--- src/rtl/count.sv ---
// ---------------------------------------------------------------------------
// count -- free-running modulo-N binary up-counter with terminal-count and
//          wrap flags.
//
// Counts every rising clock edge after reset is released. The count runs
// 0 .. MAX_VALUE and then returns to 0. There is no enable and no load.
//
// Parameters
//   COUNTER_WIDTH : width of cnt, 1..32
//   MAX_VALUE     : last count before returning to 0 (modulus = MAX_VALUE+1)
//   RESET_VALUE   : value held in cnt while reset is asserted
//
// Ports
//   clk      in   rising-edge clock
//   rst      in   asynchronous, active-low reset
//   cnt      out  registered count value
//   tc       out  terminal count, high while cnt == MAX_VALUE
//   wrap     out  registered one-cycle pulse in the cycle after MAX_VALUE->0
//   cnt_gray out  registered Gray code of cnt (only with COUNT_GRAY_EN)
//
// Configuration macro
//   COUNT_GRAY_EN : when defined, adds the cnt_gray output and its register.
// ---------------------------------------------------------------------------
module count #(
    parameter int unsigned     COUNTER_WIDTH = 8,
    parameter longint unsigned MAX_VALUE     = (64'd1 << COUNTER_WIDTH) - 64'd1,
    parameter longint unsigned RESET_VALUE   = 64'd0
) (
    input  logic                     clk,
    input  logic                     rst,
    output logic [COUNTER_WIDTH-1:0] cnt,
    output logic                     tc,
`ifdef COUNT_GRAY_EN
    output logic                     wrap,
    output logic [COUNTER_WIDTH-1:0] cnt_gray
`else
    output logic                     wrap
`endif
);

    // -----------------------------------------------------------------------
    // Elaboration-time parameter checks
    // -----------------------------------------------------------------------
    if ((COUNTER_WIDTH < 1) || (COUNTER_WIDTH > 32)) begin : g_bad_width
        $fatal(1, "count: COUNTER_WIDTH must be in the range 1..32");
    end

    if (MAX_VALUE >= (64'd1 << COUNTER_WIDTH)) begin : g_bad_max
        $fatal(1, "count: MAX_VALUE must be less than 2**COUNTER_WIDTH");
    end

    localparam logic [COUNTER_WIDTH-1:0] MAX_C   = COUNTER_WIDTH'(MAX_VALUE);
    localparam logic [COUNTER_WIDTH-1:0] RESET_C = COUNTER_WIDTH'(RESET_VALUE);
    localparam logic [COUNTER_WIDTH-1:0] ONE_C   = COUNTER_WIDTH'(1);

    // -----------------------------------------------------------------------
    // State
    // -----------------------------------------------------------------------
    logic [COUNTER_WIDTH-1:0] cnt_q,  cnt_d;
    logic                     wrap_q, wrap_d;
    logic                     at_max;

    assign at_max = (cnt_q == MAX_C);

    // -----------------------------------------------------------------------
    // Next-state logic
    // -----------------------------------------------------------------------
    always_comb begin
        cnt_d  = cnt_q + ONE_C;
        wrap_d = at_max;
        // '>=' rather than '==' so that a RESET_VALUE above MAX_VALUE
        // falls straight back to 0 instead of counting on past the modulus.
        if (cnt_q >= MAX_C) begin
            cnt_d = '0;
        end
    end

    always_ff @(posedge clk or negedge rst) begin
        if (!rst) begin
            cnt_q  <= RESET_C;
            wrap_q <= 1'b0;
        end else begin
            cnt_q  <= cnt_d;
            wrap_q <= wrap_d;
        end
    end

    // -----------------------------------------------------------------------
    // Optional Gray-coded copy of the count
    // -----------------------------------------------------------------------
`ifdef COUNT_GRAY_EN
    localparam logic [COUNTER_WIDTH-1:0] RESET_GRAY_C = RESET_C ^ (RESET_C >> 1);

    logic [COUNTER_WIDTH-1:0] gray_q, gray_d;

    // Encoded from the next binary value so the Gray register switches on
    // the same edge as cnt, without an extra pipeline stage.
    always_comb begin
        gray_d = cnt_d ^ (cnt_d >> 1);
    end

    always_ff @(posedge clk or negedge rst) begin
        if (!rst) begin
            gray_q <= RESET_GRAY_C;
        end else begin
            gray_q <= gray_d;
        end
    end

    assign cnt_gray = gray_q;
`endif

    // -----------------------------------------------------------------------
    // Outputs
    // -----------------------------------------------------------------------
    assign cnt  = cnt_q;
    assign tc   = at_max;
    assign wrap = wrap_q;

endmodule

--- config.mk ---
export PLATFORM = sky130hd
export DESIGN_NAME = count
export DESIGN_NICKNAME = d
export VERILOG_FILES = /design/src/rtl/count.sv
export SDC_FILE = /design/constraint.sdc
export NUM_CORES = 1
export LEC_CHECK = 0
export CORE_AREA = 2 2 39 41
export CTS_BUF_LIST = sky130_fd_sc_hd__clkbuf_2 sky130_fd_sc_hd__clkbuf_4 sky130_fd_sc_hd__clkbuf_8
export DETAILED_ROUTE_END_ITERATION = 12
export DIE_AREA = 0 0 41 43
export GPL_ROUTABILITY_DRIVEN = 0
export PLACE_DENSITY_LB_ADDON = 0.05
export SLEW_MARGIN = 0
export SYNTH_ARGS = -nofsm -noshare
export SYNTH_HDL_FRONTEND = slang
export SYNTH_SLANG_ARGS = --single-unit
--- constraint.sdc ---
create_clock -name clk -period 1.6 [get_ports clk]
set_clock_uncertainty 0.1 [all_clocks]
set_input_delay 0.32 -clock clk [delete_from_list [all_inputs] [get_ports clk]]
set_output_delay 0.32 -clock clk [all_outputs]
set_load 0.05 [all_outputs]
---- Word level (Yosys, flattened, before mapping) ----
Cells that the tools add are included.
operators by class
  add/subtract/negate cells ............... 1
  magnitude comparators ................... 1
  eq/ne operators ......................... 1
  muxes and demuxes ....................... 1
operator list
  cell                                                           count
  8-bit by 1-bit adder with 8-bit output, second input constant  1
  8-bit == test, second input constant                           1
  8-bit greater-or-equal comparator, second input constant       1
  8-bit two-way mux                                              1
storage, ports and cells
  flip-flop bits (word level) ............. 9
  input port bits ......................... 2
  output and inout bits ................... 10
  word-level logic and storage cells ...... 6

---- Logic depth before layout (Yosys ltp) ----
Gate-level depths: netlist of run 1.
  depth in word-level cells ............... 2
  depth in mapped cells ................... 4
  depth with buffers taken out ............ 4

---- Worst setup path before layout of run 1 ----
OpenSTA, ideal clock, no wires.
  path kind ............................... register to output
  start point ............................. reg cnt_q[0] (netlist: cnt[0])
  end point ............................... out tc
  data arrival time ....................... 1.817 ns
  required time ........................... 1.180 ns
  slack ................................... -0.637 ns
  cell stages (with the launch flop) ...... 4
  buffers on the path ..................... 0
  path through ............................ dfrtp_1 > ha_1 > nand2_1 > nor3_2
between the ends
  cells in the longest elaborated chain, start to end .. 1
RTL lines
  what                    RTL line  source
  from (decl)             59        logic [COUNTER_WIDTH-1:0] cnt_q, cnt_d;
  from (signal assigned)  83        cnt_q <= cnt_d;
  8-bit == test           63        assign at_max = (cnt_q == MAX_C);
  to (decl)               32        output logic tc,
Every way passes these cells.

---- Final worst setup path of run 1 ----
  start point ............................. reg cnt_q[5] (netlist: cnt[5])
  end point ............................... out tc
Same word-level chain as after synthesis.

==> metrics.yaml, run 1 <==
die:
  chipHeight_um: 43
  boundaryPins: 12
  die_area_um2: 1760
  coreArea_um2: 1380
  die_w_um: 41
  std_cell_rows: 14
  start_util_pct: 26.6
power:
  power_mw: 0.414
  power_leakage_nw: 0.389
  peakVddDrop_uv: 349
  powerDensity_nw_per_um2: 529
global_routing:
  grt_util_all_layers_pct: 14.0
  antenna_found_initial: 0
  grt_overflow_total: 0
  grt_max_degree: 10
  grt_pass1_vias: 337
  grt_pass1_wl_um: 1570
clock_network:
  cts_tree: "yes"
  cts-root-buf: "clkbuf_4"
  ctsHoldBuffers: 0
  numCtsBuffers: 3
  cts.sinks: 9
  cts_buffer_depth: 2
  htree_levels: 1
  path_clk_slew_ns: 0.07
  insertion_delay_ns: 0.26
logic_synthesis:
  ys_seq_elements: 9
  netlist_instances: 30
  synth_top_area_share_pct: 61.2
  synth_nets: 33
  synthTopCellsByArea: "dfrtp_1, xor2_1, ha_1"
  syn_area_per_cell_um2: 12.3
  synth_top_area_cell: "dfrtp_1"
  yosysSeqAreaShare_pct: 61.2
  syn_area_um2: 368
  ys_types: 15
  ys.warnings.count: 0
sta:
  slew_violations: 0
  setup_viol: 1
  fin_crit_sh_pct: 103
  max_freq_mhz: 607
  slew_headroom_pct: 71.5
  finalWorstSetupSlack_ns: -0.0470
  hold_viol: 0
  period_minus_slack_ns: 1.65
  tightest_slew_ns: 0.425
  rsz0062_at_grt: "true"
  whs_ns: 0.258
placed_design:
  hpwl_um: 676
  port_buffers: 11
  dp.cells: 59
detailed_routing:
  viasPerCell: 4.52
  dr_wl_met2_um: 545
  drtAntennaViolNets: 0
  drt-wirelength-per-cell_um: 13.7
  via_count: 339
  drc_errors: 0
  drtPass1Iterations: 2
  dr.max_layer_used: "met3"
  wl_met3_um: 51
  met1Wirelength_um: 427
  wl_um: 1020
  drt_iter0_markers: 12
setup_path:
  cp-startpoint: "cnt[5]$_DFF_PN0_"
  start_kind: "flop"
  worst-setup-path-type: "reg -> out"
  crit_path_top_delay_cell: "dfrtp_2"
  cp-end-kind: "output port"
  slowest_delay_ns: 0.44
  cpLargestDelayFamily: "flip-flops"
  cp_data_required_time_ns: 1.18
  r2r-start: "cnt[5]$_DFF_PN0_"
  cp_max_fo: 4
  arrival_ns: 1.23
  cp.buffers_inverters: 1
  cp_cell_sequence: "nand3_4, nor3_4, buf_12"
finish:
  syn_to_final_growth_pct: 113
  fin_cells: 75
  final_net_count: 63
  drive_gt1_share_pct: 71.2
  diodes: 0
  final_util_pct: 56.5
flow_run:
  maxCapViolCount: 0
outcome:
  status: "complete, but fails checks"
  violations: "negative setup slack"
worst_hold_path:
  hp-class: "in -> async"
[area by class of cell]
type	count	area, um2
flip-flops and latches	9	235
clock buffers	3	22.5
fillers	126	602
clock inverters	1	5.00
repair buffers	25	315
well taps	16	20.0
multi-input cells	21	184
[final timing paths]
| check | endpoint | slack [ns] | cells past startpoint |
|---|---|---|---|
| max in group asynchronous | cnt[0]$_DFF_PN0_ | 0.82 | 1 |
| setup / recovery | tc | -0.05 | 3 |
| hold reg to reg | cnt[1]$_DFF_PN0_ | 0.43 | 1 |
| setup reg to reg | cnt[3]$_DFF_PN0_ | 0.21 | 6 |
| min in group clk | cnt[1]$_DFF_PN0_ | 0.43 | 1 |
| hold / removal | wrap$_DFF_PN0_ | 0.26 | 1 |
[worst reg2reg max path: stages, from the launching register on]
cell	delay (ns)
dfrtp_2	0.44
nand3_4	0.11
nor3_4	0.24
buf_4	0.15
buf_4	0.09
buf_4	0.11
nor2_1	0.04
[sequential cells by signal (all words and copies together), names as in the netlist]
name and flops:
cnt 8, wrap 1
[per-stage QoR]
step	setup WS [ns]	TNS [ns]	cell area (um2)
finish	-0.0470	-0.0470	782
detailed placement	0.0990	0	649
floorplan	-0.169	-0.467	404
global placement	0.132	0	649
CTS	-0.0912	-0.0912	719
global route	-0.106	-0.106	782
[kinds of logic after synthesis]
logic type      Yosys count  share of synthesized area (%)
flops                     9                           61.2
compound gates            2                           3.74
mux                       1                           2.72
fa+ha+maj                 1                           3.40
simple gates             13                           19.4
xor+xnor                  4                           9.53
[cell usage after synthesis]
| cell type | n |
|---|---|
| dfrtp_1 | 9 |
| nor2_1 | 3 |
| xor2_1 | 3 |
| nand2_1 | 2 |
| nand3_1 | 2 |
| nor3_1 | 2 |
| a211o_1 | 1 |
| a21oi_1 | 1 |
| and3_1 | 1 |
| ha_1 | 1 |
| mux2i_1 | 1 |
| nand3_2 | 1 |
| nand4_1 | 1 |
| nor3_2 | 1 |
| xnor2_1 | 1 |
[routing by layer]
metal  track usage, %  up-vias
met2             20.3       10
met5                0        -
li1                 -      166
met1             17.6      163
met4             6.00        0
met3             5.76        0
[cells in the final DEF, fill, tap and decap left out]
cell             synthesis  routed
buf_4                    0      14
buf_12                   0      10
dfrtp_2                  0       8
nor2_1                   3       3
xor2_1                   3       3
clkbuf_4                 0       3
nor3_1                   2       2
nand2_2                  0       1
nand2_4                  0       1
nand3_4                  0       1
nor3_4                   0       1
nand3_2                  1       1
mux2i_1                  1       1
a21oi_1                  1       1
nand3_1                  2       1
xnor2_1                  1       1
nand4_1                  1       1
and3_1                   1       1
a211o_1                  1       1
ha_4                     0       1
clkinv_2                 0       1
clkdlybuf4s50_1          0       1
dfrtp_1                  9       1
[power by group]
part / leakage (nW) / internal, mW / switching, mW
registers: 0.102 / 0.227 / 0
clock network: 0.0177 / 0.0923 / 0.0876
logic: 0.270 / 0.00215 / 0.00444
total: 0.389 / 0.322 / 0.0920
[repair_timing]
item / in CTS / in global routing
endpoints found under the setup margin: 1 / 1
resized for setup: 1 / 2
setup buffers: 5 / 7
pin swaps: 2 / 3
No activity file was read; power rests on OpenSTA's default activity.
==> run 2, diff against run 1 <==
--- a/config.mk
+++ b/config.mk
@@ -5,10 +5,12 @@
 export SDC_FILE = /design/constraint.sdc
 export NUM_CORES = 1
 export LEC_CHECK = 0
-export CORE_AREA = 2 2 39 41
+export CELL_PAD_IN_SITES_DETAIL_PLACEMENT = 0
+export CELL_PAD_IN_SITES_GLOBAL_PLACEMENT = 2
+export CORE_MARGIN = 2
+export CORE_UTILIZATION = 28
 export CTS_BUF_LIST = sky130_fd_sc_hd__clkbuf_2 sky130_fd_sc_hd__clkbuf_4 sky130_fd_sc_hd__clkbuf_8
 export DETAILED_ROUTE_END_ITERATION = 12
-export DIE_AREA = 0 0 41 43
 export GPL_ROUTABILITY_DRIVEN = 0
 export PLACE_DENSITY_LB_ADDON = 0.05
 export SLEW_MARGIN = 0
==> run 2 against run 1 <==
The flow still finishes with violations (negative setup slack); total power increased by 2.0%; global-route usage grew 1.0 points; register-to-register slack better by 0.09 ns; sequential share of layout area up 0.64 points; via count shrank 6.2%; routed wire length shrank 9.0%; first-iteration DRC count fell by 100%.
==> metrics.yaml, run 2 (synthesis results as in run 1) <==
setup_path:
  cp-end-kind: "output port"
  cp_max_fo: 3  # -1
  start_kind: "flop"
  worst-setup-path-type: "reg -> out"
  arrival_ns: 1.19  # -0.04 ns
  cp_data_required_time_ns: 1.18  # about the same
clock_network:
  cts.sinks: 9  # unchanged
  cts_tree: "yes"
  insertion_delay_ns: 0.25  # about the same
  numCtsBuffers: 3  # unchanged
  cts_buffer_depth: 2  # unchanged
  cts-root-buf: "clkbuf_4"
  htree_levels: 1  # unchanged
  path_clk_slew_ns: 0.06  # about the same
global_routing:
  grt_overflow_total: 0  # unchanged
  grt_util_all_layers_pct: 15.0  # +1.0 points
  grt_pass1_wl_um: 1390  # -12%
  grt_max_degree: 10  # unchanged
  antenna_found_initial: 0  # unchanged
  grt_pass1_vias: 299  # -11%
sta:
  whs_ns: 0.268  # +0.0102 ns
  period_minus_slack_ns: 1.61  # -0.0377 ns
  hold_viol: 0  # unchanged
  slew_headroom_pct: 71.6  # +0.088 points
  fin_crit_sh_pct: 101  # -2.4 points
  finalWorstSetupSlack_ns: -0.00929  # +0.0377 ns
  tns_ns: -0.00929  # +0.0377 ns
  max_freq_mhz: 621  # +2.3%
  rsz0062_at_grt: "true"
  slew_violations: 0  # unchanged
  tightest_slew_ns: 0.424  # -0.00132 ns
  setup_viol: 1  # unchanged
finish:
  finalInstanceArea_um2: 766  # -2.1%
  largest_reg_flops: 8  # unchanged
  drive_gt1_share_pct: 68.4  # -2.8 points
  diodes: 0  # unchanged
  layout_commonest_cell: "buf_4"
  final_net_count: 61  # -3.2%
  layout_common_cells: "buf_4, buf_12, dfrtp_2, clkbuf_4"
  syn_to_final_growth_pct: 108
detailed_routing:
  drt-wirelength-per-cell_um: 12.9  # -5.2%
  drtPass1Iterations: 1  # -1
  drc_errors: 0  # unchanged
  drtAntennaViolNets: 0  # unchanged
  viasPerCell: 4.42  # -2.3%
  via_count: 318  # -6.2%
  wl_um: 932  # -9.0%
  drt_iter0_markers: 0  # -12
die:
  chipHeight_um: 40.2  # -6.4%
  coreArea_um2: 1270  # -8.3%
  die_w_um: 40.2  # -1.8%
  std_cell_rows: 13  # -1
  boundaryPins: 12  # unchanged
  start_util_pct: 29.0  # +2.4 points
  die_area_um2: 1620  # -8.1%
power:
  peakVddDrop_uv: 487  # +39%
  powerDensity_nw_per_um2: 551  # +4.1%
  power_leakage_nw: 0.381  # -2.2%
placed_design:
  hpwl_um: 656  # -3.0%
  place_area_um2: 656  # +0.96%
  port_buffers: 11  # unchanged
worst_hold_path:
  hp-class: "in -> async"
flow_run:
  maxCapViolCount: 0  # unchanged
outcome:
  status: "complete, but fails checks"
  violations: "negative setup slack"
-- run 2: per-stage QoR --
stage | power [mW] | worst slack, ns | util [%] | cells
2_1_floorplan | 0.232 | -0.169 | - | 30
3_3_place_gp | 0.238 | 0.114 | 51.7 | 59
5_1_grt | 0.447 | -0.0617 | 60.4 | 72
4_1_cts | 0.431 | -0.0785 | 56.2 | 66
6_report | 0.422 | -0.00929 | 60.4 | 72
3_5_place_dp | 0.239 | 0.110 | 51.7 | 59
-- run 2: final timing paths --
check                                    to             start  slack [ns]  cells after the start
max                                      tc  cnt[0]$_DFF_PN0_      -0.009                      4
min                          wrap$_DFF_PN0_               rst        0.27                      1
max reg2reg                cnt[7]$_DFF_PN0_  cnt[0]$_DFF_PN0_        0.30                      4
min reg2reg                cnt[1]$_DFF_PN0_  cnt[1]$_DFF_PN0_        0.43                      1
max in group asynchronous  cnt[7]$_DFF_PN0_               rst        0.81                      1
min in group clk           cnt[1]$_DFF_PN0_  cnt[1]$_DFF_PN0_        0.43                      1
-- run 2: power by group --
group | switching (mW) | total [mW] | internal (mW) | leakage [nW]
Combinational | 0.00443 | 0.00658 | 0.00215 | 0.260
Clock | 0.0749 | 0.188 | 0.113 | 0.0184
Sequential | 0 | 0.227 | 0.227 | 0.102
Total | 0.0793 | 0.422 | 0.342 | 0.381
-- run 2: repair_timing --
item | 4_1_cts | 5_1_grt
cloned | 0 | 0
endpoints found under the setup margin | 1 | 1
hold buffers | 0 | 0
setup buffers | 3 | 6
resized for setup | 1 | 1
pin swaps | 2 | 1
-- run 2: layer usage --
metal / up-vias / share of wire, % / track usage (%)
met2: 7 / 52 / 20.2
met3: 2 / 6.1 / 7.22
li1: 159 / - / -
met1: 150 / 40 / 16.7
met4: 0 / 1.7 / 15.0
met5: - / 0 / 0
-- run 2: worst max-delay path, stage by stage (launching register included) --
cell     delay (ns)
dfrtp_2        0.39
ha_4           0.15
nand2_4        0.05
nor3_4         0.18
buf_12         0.17
-- run 2: final cells by class --
type / count / area (um2)
Sequential cell: 9 / 235
Tap cell: 15 / 18.8
Fill cell: 107 / 503
Timing Repair Buffer: 23 / 300
Clock buffer: 4 / 30.0
Multi-Input combinational cell: 21 / 181
==> run 3, diff against run 2 <==
--- a/config.mk
+++ b/config.mk
@@ -7,12 +7,12 @@
 export LEC_CHECK = 0
 export CELL_PAD_IN_SITES_DETAIL_PLACEMENT = 0
 export CELL_PAD_IN_SITES_GLOBAL_PLACEMENT = 2
-export CORE_MARGIN = 2
+export CORE_MARGIN = 10
 export CORE_UTILIZATION = 28
 export CTS_BUF_LIST = sky130_fd_sc_hd__clkbuf_2 sky130_fd_sc_hd__clkbuf_4 sky130_fd_sc_hd__clkbuf_8
 export DETAILED_ROUTE_END_ITERATION = 12
 export GPL_ROUTABILITY_DRIVEN = 0
-export PLACE_DENSITY_LB_ADDON = 0.05
+export PLACE_DENSITY_LB_ADDON = 0.12
 export SLEW_MARGIN = 0
 export SYNTH_ARGS = -nofsm -noshare
 export SYNTH_HDL_FRONTEND = slang
==> run 3 against run 2 <==
The flow still finishes with violations (negative setup slack); register-to-register slack improved by 0.02 ns; routed wire length up 8.2%; clock-buffer cell count is the same; cell area fell by 3.6%; first-iteration DRC count increased by 4; worst setup slack lost 0.0012 ns.
==> metrics.yaml, run 3 (synthesis results as in run 1) <==
detailed_routing:
  viasPerCell: 4.44  # +0.55%
  drt_iter0_markers: 4  # +4
  via_count: 302  # -5.0%
  drtPass1Iterations: 2  # +1
  wl_um: 1010  # +8.2%
  drc_errors: 0  # unchanged
  drt-wirelength-per-cell_um: 14.8  # +15%
  drtAntennaViolNets: 0  # unchanged
sta:
  slew_violations: 0  # unchanged
  max_freq_mhz: 621  # about the same
  period_minus_slack_ns: 1.61  # +0.00123 ns
  tightest_slew_ns: 0.422  # -0.00186 ns
  setup_viol: 1  # unchanged
  tns_ns: -0.0105  # -0.00123 ns
  whs_ns: 0.265  # -0.00346 ns
  hold_viol: 0  # unchanged
  rsz0062_at_grt: "true"
  slew_headroom_pct: 71.8  # +0.12 points
  finalWorstSetupSlack_ns: -0.0105  # -0.00123 ns
  fin_crit_sh_pct: 101  # about the same
setup_path:
  cp_cell_sequence: "ha_4, nand2_4, nor3_4, buf_12"
  arrival_ns: 1.19  # about the same
  worst-setup-path-type: "reg -> out"
  start_kind: "flop"
  cpLargestDelayFamily: "flip-flops"
  crit_path_top_delay_cell: "dfrtp_2"
  slowest_delay_ns: 0.38  # about the same
  cp_data_required_time_ns: 1.18  # about the same
  cp.buffers_inverters: 1  # unchanged
  cp-end-kind: "output port"
  cp_max_fo: 3  # unchanged
clock_network:
  cts.sinks: 9  # unchanged
  cts_buffer_depth: 2  # unchanged
  htree_levels: 1  # unchanged
  cts-root-buf: "clkbuf_4"
  numCtsBuffers: 3  # unchanged
  cts_tree: "yes"
  insertion_delay_ns: 0.26  # about the same
  path_clk_slew_ns: 0.06  # about the same
power:
  peakVddDrop_uv: 355  # -27%
  power_mw: 0.426  # +1.1%
  power_leakage_nw: 0.363  # -4.8%
  powerDensity_nw_per_um2: 578  # +4.9%
outcome:
  status: "complete, but fails checks"
  violations: "negative setup slack"
global_routing:
  grt_overflow_total: 0  # unchanged
  antenna_found_initial: 0  # unchanged
  grt_util_all_layers_pct: 6.87  # -8.1 points
  grt_pass1_vias: 334  # +12%
  grt_max_degree: 10  # unchanged
  grt_pass1_wl_um: 1650  # +19%
finish:
  finalInstanceArea_um2: 738  # -3.6%
  drive_gt1_share_pct: 67.9  # -0.50 points
  largest_reg_flops: 8  # unchanged
  layout_commonest_cell: "buf_12"
  diodes: 0  # unchanged
  final_net_count: 57  # -6.6%
  layout_common_cells: "buf_12, dfrtp_2, buf_4, clkbuf_4"
  syn_to_final_growth_pct: 101
die:
  chipHeight_um: 56.2  # +40%
  die_w_um: 56.2  # +40%
  boundaryPins: 12  # unchanged
  coreArea_um2: 1270  # unchanged
  die_area_um2: 3160  # +95%
  start_util_pct: 29.0  # unchanged
  std_cell_rows: 13  # unchanged
placed_design:
  hpwl_um: 771  # +18%
  port_buffers: 11  # unchanged
  pre_cts_ws_ns: 0.114  # +0.00414 ns
  place_area_um2: 656  # unchanged
worst_hold_path:
  hp-class: "in -> async"
flow_run:
  maxCapViolCount: 0  # unchanged
run 3: area by class of cell:
| type | instances | area [um2] |
|---|---|---|
| tap | 15 | 18.8 |
| fill | 115 | 531 |
| clock buffer | 4 | 30.0 |
| multi-input combinational | 21 | 184 |
| sequential | 9 | 235 |
| timing repair buffer | 19 | 270 |
run 3: worst reg2reg max path, delay by kind of cell (launching register included):
kind / cells / cell delay (ns)
AOI/OAI and AO/OA: 1 / 0.21
buffers and inverters: 1 / 0.14
DFF: 1 / 0.38
and+or+nand+nor: 2 / 0.33
run 3: what timing repair did:
item | in CTS | in global routing
setup endpoints to repair | 1 | 1
gates resized for setup | 0 | 3
buffers inserted | 3 | 2
hold buffers | 0 | 0
pin swaps | 2 | 1
run 3: routing by layer:
| layer | routed length (um) | up-vias | global-route usage [%] |
|---|---|---|---|
| li1 | - | 152 | - |
| met5 | 0 | - | 0 |
| met1 | 425 | 142 | 7.42 |
| met3 | 75 | 0 | 3.65 |
| met4 | 0 | 0 | 5.15 |
| met2 | 507 | 8 | 9.83 |
run 3: worst paths after layout:
kind,from,cells after the start,end,slack (ns)
hold reg to reg,cnt[6]$_DFF_PN0_,1,cnt[6]$_DFF_PN0_,0.42
setup reg to reg,cnt[1]$_DFF_PN0_,4,cnt[7]$_DFF_PN0_,0.32
hold / removal,rst,1,cnt[0]$_DFF_PN0_,0.26
setup / recovery,cnt[0]$_DFF_PN0_,4,tc,-0.01
max in group asynchronous,rst,1,cnt[5]$_DFF_PN0_,0.82
min in group clk,cnt[6]$_DFF_PN0_,1,cnt[6]$_DFF_PN0_,0.42
run 3: report_power, final:
part / switching, mW / internal (mW) / leakage [nW]
Clock: 0.0794 / 0.113 / 0.0184
Sequential: 0 / 0.227 / 0.102
Combinational: 0.00441 / 0.00215 / 0.242
run 3: metrics by stage:
| step | instances | util, % |
|---|---|---|
| global placement | 59 | 51.7 |
| finish | 68 | 58.2 |
| global route | 68 | 58.2 |
| detailed placement | 59 | 51.7 |
| floorplan | 30 | - |
| CTS | 66 | 55.8 |
